<file path="src/rtl/alu_sequencer.sv">
// Purpose: command sequencer that owns a small register file and drives an external combinational 8-bit ALU.
// Latency: load and illegal ops respond 1 cycle after accept; ALU ops take 2; shift/rotate ops take cmd_cnt+2.
// Backpressure: one command in flight; cmd_ready is low until the response is taken, and rsp_* hold while rsp_ready is low.
module alu_sequencer #(
    parameter int NREG  = 4,
    parameter int CNT_W = 3,
    localparam int AW   = $clog2(NREG)
) (
    input  logic             clk,
    input  logic             rst_n,
    input  logic             cmd_valid,
    output logic             cmd_ready,
    input  logic [3:0]       cmd_op,
    input  logic [AW-1:0]    cmd_rd,
    input  logic [AW-1:0]    cmd_ra,
    input  logic [AW-1:0]    cmd_rb,
    input  logic [7:0]       cmd_imm,
    input  logic [CNT_W-1:0] cmd_cnt,
    output logic [3:0]       alu_c,
    output logic [7:0]       alu_a,
    output logic [7:0]       alu_b,
    input  logic [7:0]       alu_s,
    input  logic             alu_cout,
    output logic             rsp_valid,
    input  logic             rsp_ready,
    output logic [7:0]       rsp_data,
    output logic             rsp_cout,
    output logic             rsp_err,
    input  logic [AW-1:0]    dbg_addr,
    output logic [7:0]       dbg_data
);

    localparam logic [3:0] OP_LOAD = 4'b0000;
    localparam logic [3:0] OP_MIN  = 4'b0110;
    localparam logic [3:0] OP_MAX  = 4'b0111;

    typedef enum logic [1:0] {IDLE, EXEC, RESP} state_t;

    state_t             state;
    state_t             state_n;
    logic [7:0]         rf [NREG];
    logic [CNT_W-1:0]   cnt;
    logic [AW-1:0]      rd_q;
    logic               accept;
    logic               is_load;
    logic               is_illegal;
    logic               is_shift;
    logic               last_pass;
    logic [7:0]         wb_data;
    logic               wb_cout;
    logic               rf_we;
    logic [AW-1:0]      rf_wa;
    logic [7:0]         rf_wd;

    // Held off during reset so nothing is accepted before the sequencer is live.
    assign cmd_ready  = rst_n && (state == IDLE);
    assign accept     = cmd_valid && cmd_ready;
    assign is_load    = (cmd_op == OP_LOAD);
    assign is_illegal = (cmd_op == 4'b0101) || (cmd_op == 4'b1110) || (cmd_op == 4'b1111);
    assign is_shift   = cmd_op[3];
    assign last_pass  = (state == EXEC) && (cnt == '0);
    assign rsp_valid  = (state == RESP);
    assign dbg_data   = rf[dbg_addr];

    // Final-pass result: comparator output is meaningless on equal operands, so take A; carry only for arithmetic.
    always_comb begin
        wb_data = alu_s;
        wb_cout = 1'b0;
        if (((alu_c == OP_MIN) || (alu_c == OP_MAX)) && (alu_a == alu_b)) begin
            wb_data = alu_a;
        end
        if ((alu_c >= 4'b0001) && (alu_c <= 4'b0100)) begin
            wb_cout = alu_cout;
        end
    end

    // Single register-file write port shared by load-immediate and ALU writeback.
    always_comb begin
        rf_we = 1'b0;
        rf_wa = '0;
        rf_wd = '0;
        if (accept && is_load) begin
            rf_we = 1'b1;
            rf_wa = cmd_rd;
            rf_wd = cmd_imm;
        end else if (last_pass) begin
            rf_we = 1'b1;
            rf_wa = rd_q;
            rf_wd = wb_data;
        end
    end

    // State register.
    always_ff @(posedge clk or negedge rst_n) begin
        if (!rst_n) begin
            state <= IDLE;
        end else begin
            state <= state_n;
        end
    end

    // Next-state logic: load/illegal skip EXEC; EXEC exits when the pass counter is exhausted.
    always_comb begin
        state_n = state;
        case (state)
            IDLE: begin
                if (accept) begin
                    state_n = (is_load || is_illegal) ? RESP : EXEC;
                end
            end
            EXEC: begin
                if (cnt == '0) begin
                    state_n = RESP;
                end
            end
            RESP: begin
                if (rsp_ready) begin
                    state_n = IDLE;
                end
            end
            default: state_n = IDLE;
        endcase
    end

    // Register file; reset clears every entry so an aborted command leaves no trace.
    always_ff @(posedge clk or negedge rst_n) begin
        if (!rst_n) begin
            for (int i = 0; i < NREG; i++) begin
                rf[i] <= 8'h00;
            end
        end else if (rf_we) begin
            rf[rf_wa] <= rf_wd;
        end
    end

    // ALU operand/opcode registers, pass counter and response registers.
    always_ff @(posedge clk or negedge rst_n) begin
        if (!rst_n) begin
            alu_c    <= '0;
            alu_a    <= '0;
            alu_b    <= '0;
            cnt      <= '0;
            rd_q     <= '0;
            rsp_data <= '0;
            rsp_cout <= 1'b0;
            rsp_err  <= 1'b0;
        end else if (accept) begin
            if (is_load) begin
                rsp_data <= cmd_imm;
                rsp_cout <= 1'b0;
                rsp_err  <= 1'b0;
            end else if (is_illegal) begin
                rsp_data <= 8'h00;
                rsp_cout <= 1'b0;
                rsp_err  <= 1'b1;
            end else begin
                alu_c <= cmd_op;
                alu_a <= rf[cmd_ra];
                alu_b <= rf[cmd_rb];
                cnt   <= is_shift ? cmd_cnt : '0;
                rd_q  <= cmd_rd;
            end
        end else if (state == EXEC) begin
            if (cnt != '0) begin
                alu_a <= alu_s;
                cnt   <= cnt - CNT_W'(1);
            end else begin
                rsp_data <= wb_data;
                rsp_cout <= wb_cout;
                rsp_err  <= 1'b0;
            end
        end
    end

endmodule

</file>
<file path="config.mk">
export PLATFORM = sky130hd
export DESIGN_NAME = alu_sequencer
export DESIGN_NICKNAME = d
export VERILOG_FILES = /design/src/rtl/alu_sequencer.sv
export SDC_FILE = /design/constraint.sdc
export NUM_CORES = 1
export LEC_CHECK = 0
export BUFFER_PORTS_ARGS = -buffer_cell sky130_fd_sc_hd__buf_2
export CAP_MARGIN = 10
export CORE_MARGIN = 4
export CORE_UTILIZATION = 30
export CTS_CLUSTER_DIAMETER = 150
export DETAILED_ROUTE_END_ITERATION = 8
export MAX_ROUTING_LAYER = met4
export SYNTH_ARGS = -nofsm -noshare
export SYNTH_HDL_FRONTEND = slang
export SYNTH_SLANG_ARGS = --single-unit
</file>
<file path="constraint.sdc">
create_clock -name clk -period 1.75 [get_ports clk]
set_input_delay 0.0875 -clock clk [delete_from_list [all_inputs] [get_ports clk]]
set_output_delay 0.0875 -clock clk [all_outputs]
set_load 0.01 [all_outputs]
</file>
==> results of run 1 <==
cell families after synthesis:
group / count (synthesis)
simple gates: 93
fa+ha+maj: 2
xor+xnor: 10
compound gates: 82
buf+inv: 27
flops: 69
mux: 49
worst max-delay path, cell delays in order, from the launching register on:
cell and delay [ns]:
dfrtp_1 0.41, xnor2_2 0.20, nand4b_4 0.12, o31a_1 0.33, buf_6 0.13, a221o_1 0.39, mux2_4 0.29
metal layers:
metal,global-route usage,part of all wire,vias up
met3,0.0325,0.052,19
li1,-,-,1526
met4,0.0580,0.021,0
met2,0.297,0.51,112
met1,0.212,0.41,1680
met5,-,0,-
layout by cell type (no fill, tap or decap), types with 3 or more instances in the layout:
master | netlist | routed
buf_2 | 7 | 75
dfrtp_1 | 69 | 66
buf_4 | 1 | 56
nor2_1 | 37 | 27
mux4_2 | 24 | 24
a21oi_2 | 0 | 21
nand2_1 | 21 | 21
a21oi_1 | 40 | 19
mux2_4 | 0 | 19
a31oi_1 | 15 | 12
buf_6 | 0 | 10
nor2_2 | 0 | 9
clkbuf_16 | 0 | 9
and3_1 | 8 | 8
xnor2_1 | 8 | 5
o21ai_0 | 6 | 5
mux2_2 | 24 | 5
inv_1 | 6 | 4
xnor2_2 | 1 | 4
nor2b_1 | 3 | 3
nand3_1 | 4 | 3
a221oi_2 | 0 | 3
a31oi_4 | 0 | 3
a221o_1 | 3 | 3
a21o_1 | 4 | 3
dfrtp_2 | 0 | 3
state kept, by name, summed over array words and instances (netlist names):
register	flops
rsp_data	8
cnt	3
alu_c	4
rd_q	2
alu_b	8
rsp_err	1
alu_a	8
rsp_cout	1
state	2
rf	32
worst paths after layout:
| check | from | end | slack [ns] | cells past startpoint |
|---|---|---|---|---|
| min in group asynchronous | rst_n | cnt[0] | 0.28 | 3 |
| max | alu_a[0] | rf[26] | -0.23 | 6 |
| max in group asynchronous | rst_n | alu_a[7] | 0.51 | 4 |
| min reg2reg | rsp_cout | rsp_cout | 0.48 | 2 |
| min | alu_s[5] | alu_a[5] | 0.03 | 3 |
| max reg2reg | alu_a[0] | rf[26] | -0.23 | 6 |
repair_timing:
| item | CTS | global route |
|---|---|---|
| pin swaps | 25 | 15 |
| endpoints found under the hold margin | 16 | 0 |
| hold buffers | 2 | 0 |
| resized for setup | 56 | 51 |
| cloned | 1 | 3 |
| setup buffers | 3 | 5 |
| endpoints found under the setup margin | 64 | 61 |
layout make-up:
type | count | area, um^2 | area share
sequential | 69 | 1730 | 0.308
multi-input combinational | 237 | 2340 | 0.417
timing repair buffer | 147 | 986 | 0.176
clock inverter | 7 | 98.8 | 0.0176
tap | 168 | 210 | 0.0374
clock buffer | 9 | 225 | 0.0401
inverter | 6 | 22.5 | 0.00401
metrics by stage:
| step | hold slack [ns] | power [mW] | setup slack, ns |
|---|---|---|---|
| 4_1_cts | 0.0138 | 8.46 | -0.262 |
| 3_5_place_dp | 0.110 | 6.18 | -0.429 |
| 2_1_floorplan | -0.208 | 4.54 | -0.163 |
| 3_3_place_gp | 0.115 | 6.08 | -0.401 |
| 6_report | 0.0259 | 8.94 | -0.234 |
| 5_1_grt | 0.0381 | 9.45 | -0.295 |
power by group:
part           switching (mW)  leakage, nW  internal, mW  total, mW
combinational            1.92         1.55          2.17       4.09
clock                   0.759        0.156          1.26       2.01
sequential              0.602        0.865          2.24       2.84
total                    3.28         2.57          5.66       8.94
==> metrics.txt, run 1 <==
status finished, violations left; failing checks setup timing; CTS buffer count 9; Area growth syn-to-layout 48.8%; CTS clk-pin slew, worst paths 0.06 ns; Max clock buf depth 2; share of cells above drive strength 1 0.581; Max FO, Critical Path 5; die width 120 um; die area 0.0144 mm^2; Yosys top cell by area dfrtp_1; port bufs 75; largest net degree at the start of global routing 55; fin cells 643; post-place instance area 0.00477 mm^2; core area 0.0122 mm^2; library cells used by synthesis 44; YS warnings 0; Leak 2.57 nW; list of most frequent post-synthesis cells 69 x dfrtp_1, 40 x a21oi_1, 37 x nor2_1; Die Y-Extent 120 um; GR Util All Layers 0.175; CTS H-tree lvls 3; Synth Cell Area 0.00377 mm^2; initial core utilization 0.310; Fin Setup TNS -5.27 ns; Finished Core Util 0.462; crit end category flop; Critical Path Start Type flop; Detailed Routing Iterations Pass 1 5; Hold Path Class input pin to flop; Synth area leaders dfrtp_1 46%, mux4_2 14%, mux2_2 7.2%, a21oi_1 5.3%, nor2_1 3.7%; Slew HR 0.535; combinational family with the most area after synthesis multiplexers; TritonCTS clock tree built; Critical Path AT 2.21 ns; top_reg_cell synth dfrtp_1; hpwl dp 8640 um; wire per inst 19.2 um; ant diodes 0; average size of a mapped cell 11.4 um^2; total global routing overflow 0; VDD IR max 0.589 mV; Max-Cap Viols 0; Fin. Hold Viols 0; Gate Count Post-Synth 332; most common cell in the netlist dfrtp_1; vias post-DR 3337; vias in the first global route 3488; mux cell area share after synthesis 0.218; # placed instances 616; Worst-Skew Late Latency 0.34 ns; row cnt 40; syn_nets 370; FF+latch count, synth 69; Worst-Margin Slew 0.697 ns; RSZ-0062 raised after global routing yes; Total Wirelength 12300 um; first-pass GRT wire length 19100 um; setup ws final -0.234 ns; sequential area share after synthesis 0.458; Cell Pwr Density 1590 mW/mm^2; fin crit share 1.13; Fill cells 1105; Clock Sinks 69; drc violations 0; Worst Path Class, Setup flop to flop; Max Slew Vio Count 0; vias per cell 5.19; Max Clock Skew 0.00471 ns; complex-gate fraction of the synthesized area 0.137; Max Freq 0.504 GHz; nets 508; area share of the largest cell type after synthesis 0.458; Synth Area in Adders 0.00663; CP Data Required Time 1.97 ns; crit path time final 1.98 ns; Final Wtd Congestion 0.897; final setup fails 37; clk root buf clkbuf_16; Synth Area in Simple Gates 0.126; I/O pins 76; Post-synth ARST share 1.00; initial antenna violation count 0; Post-synth EDFFs 0; 1st-iter DRT viols 319; final instance area 0.00561 mm^2; fraction of synthesized cell area in xor and xnor cells 0.0252; Post-DRT Antenna Nets 0
Power figures use the tool's default switching activity.
==> inputs of run 2 (changes only) <==
==> constraint.sdc (replaced) <==
create_clock -name clk -period 1.75 [get_ports clk]
set_input_delay 0.2625 -clock clk [delete_from_list [all_inputs] [get_ports clk]]
set_output_delay 0.2625 -clock clk [all_outputs]
set_load 0.01 [all_outputs]
==> run 2 against run 1 <==
The flow still finishes with violations (setup timing). Routed wire length fell by 1.5%. Power rose by 0.48%. Worst setup slack got worse by 0.094 ns. Register-to-register slack got worse by 0.09 ns. Maximum frequency fell by 4.5%. Global-route usage fell by 0.095 points. Combinational power barely moved. Sequential power barely moved. Sequential share of layout area fell by 0.45 points. Critical endpoint is now rf[2]. First-iteration DRC count fell by 38%.
==> metrics.txt, run 2 (synthesis gave the netlist of run 1 again) <==
initial antenna violation count 0; clk root buf clkbuf_16; RSZ-0062 raised after global routing yes; die area 0.0144 mm^2; ant diodes 0; Top reg by flops rf; share of cells above drive strength 1 0.576; max reg flops 32; first-pass GRT wire length 19100 um; flop2flop setup slack -0.33 ns; initial core utilization 0.310; total power draw 8.98 mW; Area growth syn-to-layout 51.0%; Post-DRT Antenna Nets 0; Critical Path Start Type flop; Worst-Margin Slew 0.518 ns; stages on the worst setup path 6; Max FO, Critical Path 5; CTS buffer count 9; crit end category flop; TritonCTS clock tree built; Critical Path AT 2.29 ns; worst reg-to-reg path cell count 6; crit path time final 2.08 ns; nets 519; Max Clock Skew 0.00581 ns; Detailed Routing Iterations Pass 1 4; Cell Pwr Density 1580 mW/mm^2; CTS clk-pin slew, worst paths 0.06 ns; # placed instances 620; Worst Path Class, Setup flop to flop; largest net degree at the start of global routing 41; commonest non-fill, non-tap cell in the layout buf_2; port bufs 75; vias post-DR 3380; GR Util All Layers 0.174; Clock Sinks 69; R2R Path End rf[2]; Max-Cap Viols 0; Top delay family on crit path compound AO/OA/AOI/OAI gates; Max clock buf depth 2; Hold Buf Count CTS 0; wire per inst 18.6 um; Max Slew Vio Count 0; setup ws final -0.328 ns; worst setup path start alu_a[0]; core area 0.0122 mm^2; worst-path cell chain xnor2_2, nand4b_4, o31a_1, buf_6, a221o_1, mux2_4; hpwl dp 8690 um; CP max stage delay 0.43 ns; total global routing overflow 0; final setup fails 35; Hold Path Class input pin to async pin; Total Wirelength 12200 um; VDD IR max 0.605 mV; vias in the first global route 3591; failing checks setup timing; I/O pins 76; most frequent cells in the layout 75 x buf_2, 69 x buf_4, 66 x dfrtp_1; die width 120 um; row cnt 40; Critical Path Sink rf[2]; Buffers & Inverters on Critical Path 1; Slew HR 0.655; fin crit share 1.19; vias per cell 5.17; Die Y-Extent 120 um; slowest CP cell a221o_1; fin cells 654; Max Freq 0.481 GHz; Final Wtd Congestion 0.889; 1st-iter DRT viols 197; status finished, violations left; Leak 2.64 nW; Finished Core Util 0.469; Worst-Skew Late Latency 0.33 ns; r2r startpoint alu_a[0]; hold_ws 0.0332 ns; drc violations 0; CP Data Required Time 1.96 ns; Fin. Hold Viols 0; CTS H-tree lvls 3
run 2: cell types whose count changed in the layout (fill, tap and decap cells not counted), moves of 3 or more:
cell,change
a21oi_1,+3
a21oi_2,-3
a31oi_4,-3
buf_4,+13
nor2_1,+4
nor2_2,-3
run 2: metrics by stage:
stage | TNS, ns | instance area (um^2) | worst slack (ns)
after global routing | -11.15 | 5700 | -0.377
after global placement | -15.00 | 4800 | -0.395
after detailed placement | -16.86 | 4800 | -0.444
after floorplan | -4.21 | 3780 | -0.163
final | -9.12 | 5700 | -0.328
after CTS | -8.23 | 5490 | -0.266
run 2: how the worst min path moves through the flow:
stage                to  slack [ns]  cells past startpoint
3_5_place_dp   alu_c[0]        0.39                      2
4_1_cts        alu_c[0]        0.03                      2
2_1_floorplan  alu_a[0]       -0.03                      0
6_report       alu_c[0]        0.03                      2
3_3_place_gp   rsp_cout        0.38                      2
5_1_grt        alu_c[0]        0.07                      2
run 2: worst register-to-register path, cell delays in order (launching register included):
cell and delay, ns:
dfrtp_1 0.41, xnor2_2 0.22, nand4b_4 0.14, o31a_1 0.34, buf_6 0.13, a221o_1 0.43, mux2_4 0.30
run 2: where the power goes:
| part | switching [mW] | total (mW) | leakage [nW] | internal, mW |
|---|---|---|---|---|
| clock network | 0.669 | 2.10 | 0.167 | 1.43 |
| registers | 0.570 | 2.81 | 0.865 | 2.24 |
| logic | 1.86 | 4.08 | 1.61 | 2.21 |
run 2: cell type report:
type	count	area [um^2]
fillers	1086	6460
multi-input cells	237	2310
flip-flops and latches	69	1730
repair buffers	158	1080
clock buffers	12	246
well taps	168	210
clock inverters	4	95.1
inverters	6	22.5
run 2: per-layer routing:
layer / part of all wire / global-route usage / vias up
li1: - / - / 1544
met1: 0.41 / 0.203 / 1715
met2: 0.52 / 0.297 / 95
met3: 0.048 / 0.0358 / 26
met4: 0.023 / 0.0651 / 0
met5: 0 / - / -
run 2: what timing repair did:
| item | 4_1_cts | 5_1_grt |
|---|---|---|
| pin swaps | 28 | 19 |
| gates cloned | 2 | 1 |
| setup endpoints to repair | 64 | 52 |
| gates resized for setup | 52 | 45 |
| endpoints found under the hold margin | 0 | 0 |
| buffers inserted | 13 | 5 |
==> inputs of run 3 (changes only) <==
--- a/config.mk
+++ b/config.mk
@@ -12,6 +12,7 @@
 export CTS_CLUSTER_DIAMETER = 150
 export DETAILED_ROUTE_END_ITERATION = 8
 export MAX_ROUTING_LAYER = met4
+export RECOVER_POWER = 50
 export SYNTH_ARGS = -nofsm -noshare
 export SYNTH_HDL_FRONTEND = slang
 export SYNTH_SLANG_ARGS = --single-unit
==> constraint.sdc (replaced) <==
create_clock -name clk -period 2.6 [get_ports clk]
set_input_delay 0.39 -clock clk [delete_from_list [all_inputs] [get_ports clk]]
set_output_delay 0.39 -clock clk [all_outputs]
set_load 0.01 [all_outputs]
==> run 3 against run 2 <==
The flow now finishes without violations. Clock power is 46% lower. Cell count decreased by 11%. Flip-flop and latch count stayed put. First-iteration DRC count increased by 64%. Clock skew hardly changed. Worst setup slack better by 0.61 ns. Largest power group is now sequential cells.
==> metrics.txt, run 3 (synthesis gave the netlist of run 1 again) <==
Slew HR 0.0794; Top delay family on crit path compound AO/OA/AOI/OAI gates; worst-path cell chain xnor2_1, nand3_1, o31a_1, a221oi_1, a21oi_1; Max FO, Critical Path 8; Setup WS pre-CTS 0.289 ns; Fin. Hold Viols 0; CTS buffer count 9; Worst-Skew Late Latency 0.33 ns; status finished, final reports clean; CP Data Required Time 2.79 ns; die area 0.0144 mm^2; hpwl dp 8170 um; max reg flops 32; Clock Sinks 69; TritonCTS clock tree built; Critical Path AT 2.50 ns; crit path time final 2.32 ns; VDD IR max 0.332 mV; CTS H-tree lvls 3; Sequential Area 0.00173 mm^2; Detailed Routing Iterations Pass 1 4; Top reg by flops rf; vias per cell 5.27; I/O pins 76; crit end category flop; Worst Path Class, Setup flop to flop; Critical Path Start Type flop; initial core utilization 0.310; initial antenna violation count 0; post-place instance area 0.00440 mm^2; setup ws final 0.284 ns; vias post-DR 3084; Max clock buf depth 2; Die Y-Extent 120 um; Max Clock Skew 0.00576 ns; port bufs 75; Max-Cap Viols 0; Fin Setup TNS 0 ns; final instance area 0.00464 mm^2; share of cells above drive strength 1 0.331; CTS clk-pin slew, worst paths 0.06 ns; Buffers & Inverters on Critical Path 0; Area growth syn-to-layout 23.0%; clk root buf clkbuf_16; Cell Pwr Density 1050 mW/mm^2; row cnt 40; Max Freq 0.432 GHz; fin crit share 0.891; fin cells 585; Worst-Margin Slew 1.38 ns; Leak 2.08 nW; postcts setup bufs 0; largest net degree at the start of global routing 61; Hold Path Class input pin to async pin; PostCTS Resize Cnt 0; die width 120 um; Final Wtd Congestion 0.858; final setup fails 0; Post-DRT Antenna Nets 0; Max Slew Vio Count 0; drc violations 0; ant diodes 0; total global routing overflow 0; 1st-iter DRT viols 323; Fill cells 1196; vias in the first global route 3139; commonest non-fill, non-tap cell in the layout dfrtp_1; nets 450; Finished Core Util 0.382; # placed instances 569; wire per inst 18.8 um; CP max stage delay 0.65 ns; Hold Buf Count CTS 0; core area 0.0122 mm^2; slowest CP cell a221oi_1; most frequent cells in the layout 69 x dfrtp_1, 55 x buf_2, 40 x a21oi_1; GR Util All Layers 0.161; multi-input logic area 0.00195 mm^2; Total Wirelength 11000 um; RSZ-0062 raised after global routing no; first-pass GRT wire length 17500 um
## run 3: cell count changes in the layout (fill, tap and decap cells not counted), moves of 10 or more
cell	previous run	this run
buf_2	75	55
clkbuf_1	2	22
buf_4	69	13
mux2_4	21	0
a21oi_2	18	0
mux2_2	3	24
a21oi_1	22	40
buf_6	10	0
## run 3: cell type report
cell class,instances,share of cell area
Clock inverter,6,0.00836
Tap cell,168,0.0453
Timing Repair Buffer,90,0.0981
Sequential cell,69,0.372
Inverter,6,0.00485
Clock buffer,10,0.0515
Multi-Input combinational cell,236,0.420
## run 3: worst paths after layout
kind	cells after the start	start	end	slack [ns]
max in group asynchronous	3	rst_n	rf[23]	0.57
max reg2reg	5	alu_b[1]	rf[16]	0.28
min in group clk	3	cmd_rd[1]	rd_q[1]	0.32
min	2	rst_n	state[1]	0.25
min reg2reg	1	rsp_data[4]	rsp_data[4]	0.48
max	5	alu_b[1]	rf[16]	0.28
## run 3: layer usage
metal	global-route usage	wire length, um
met1	0.198	4570
met4	0.0530	222
met5	-	0
met3	0.0306	632
met2	0.267	5580
## run 3: metrics by stage
stage | hold WS, ns | total power, mW
after global placement | 0.382 | 3.73
after floorplan | 0.0944 | 3.05
after CTS | 0.0401 | 4.93
after global routing | 0.314 | 5.19
after detailed placement | 0.384 | 3.78
final | 0.246 | 4.87
## run 3: report_power, final
group / leakage (nW) / internal [mW] / switching [mW] / total [mW]
logic: 1.07 / 0.870 / 0.905 / 1.77
clock network: 0.134 / 0.668 / 0.475 / 1.14
registers: 0.869 / 1.50 / 0.446 / 1.95
total: 2.08 / 3.04 / 1.83 / 4.87
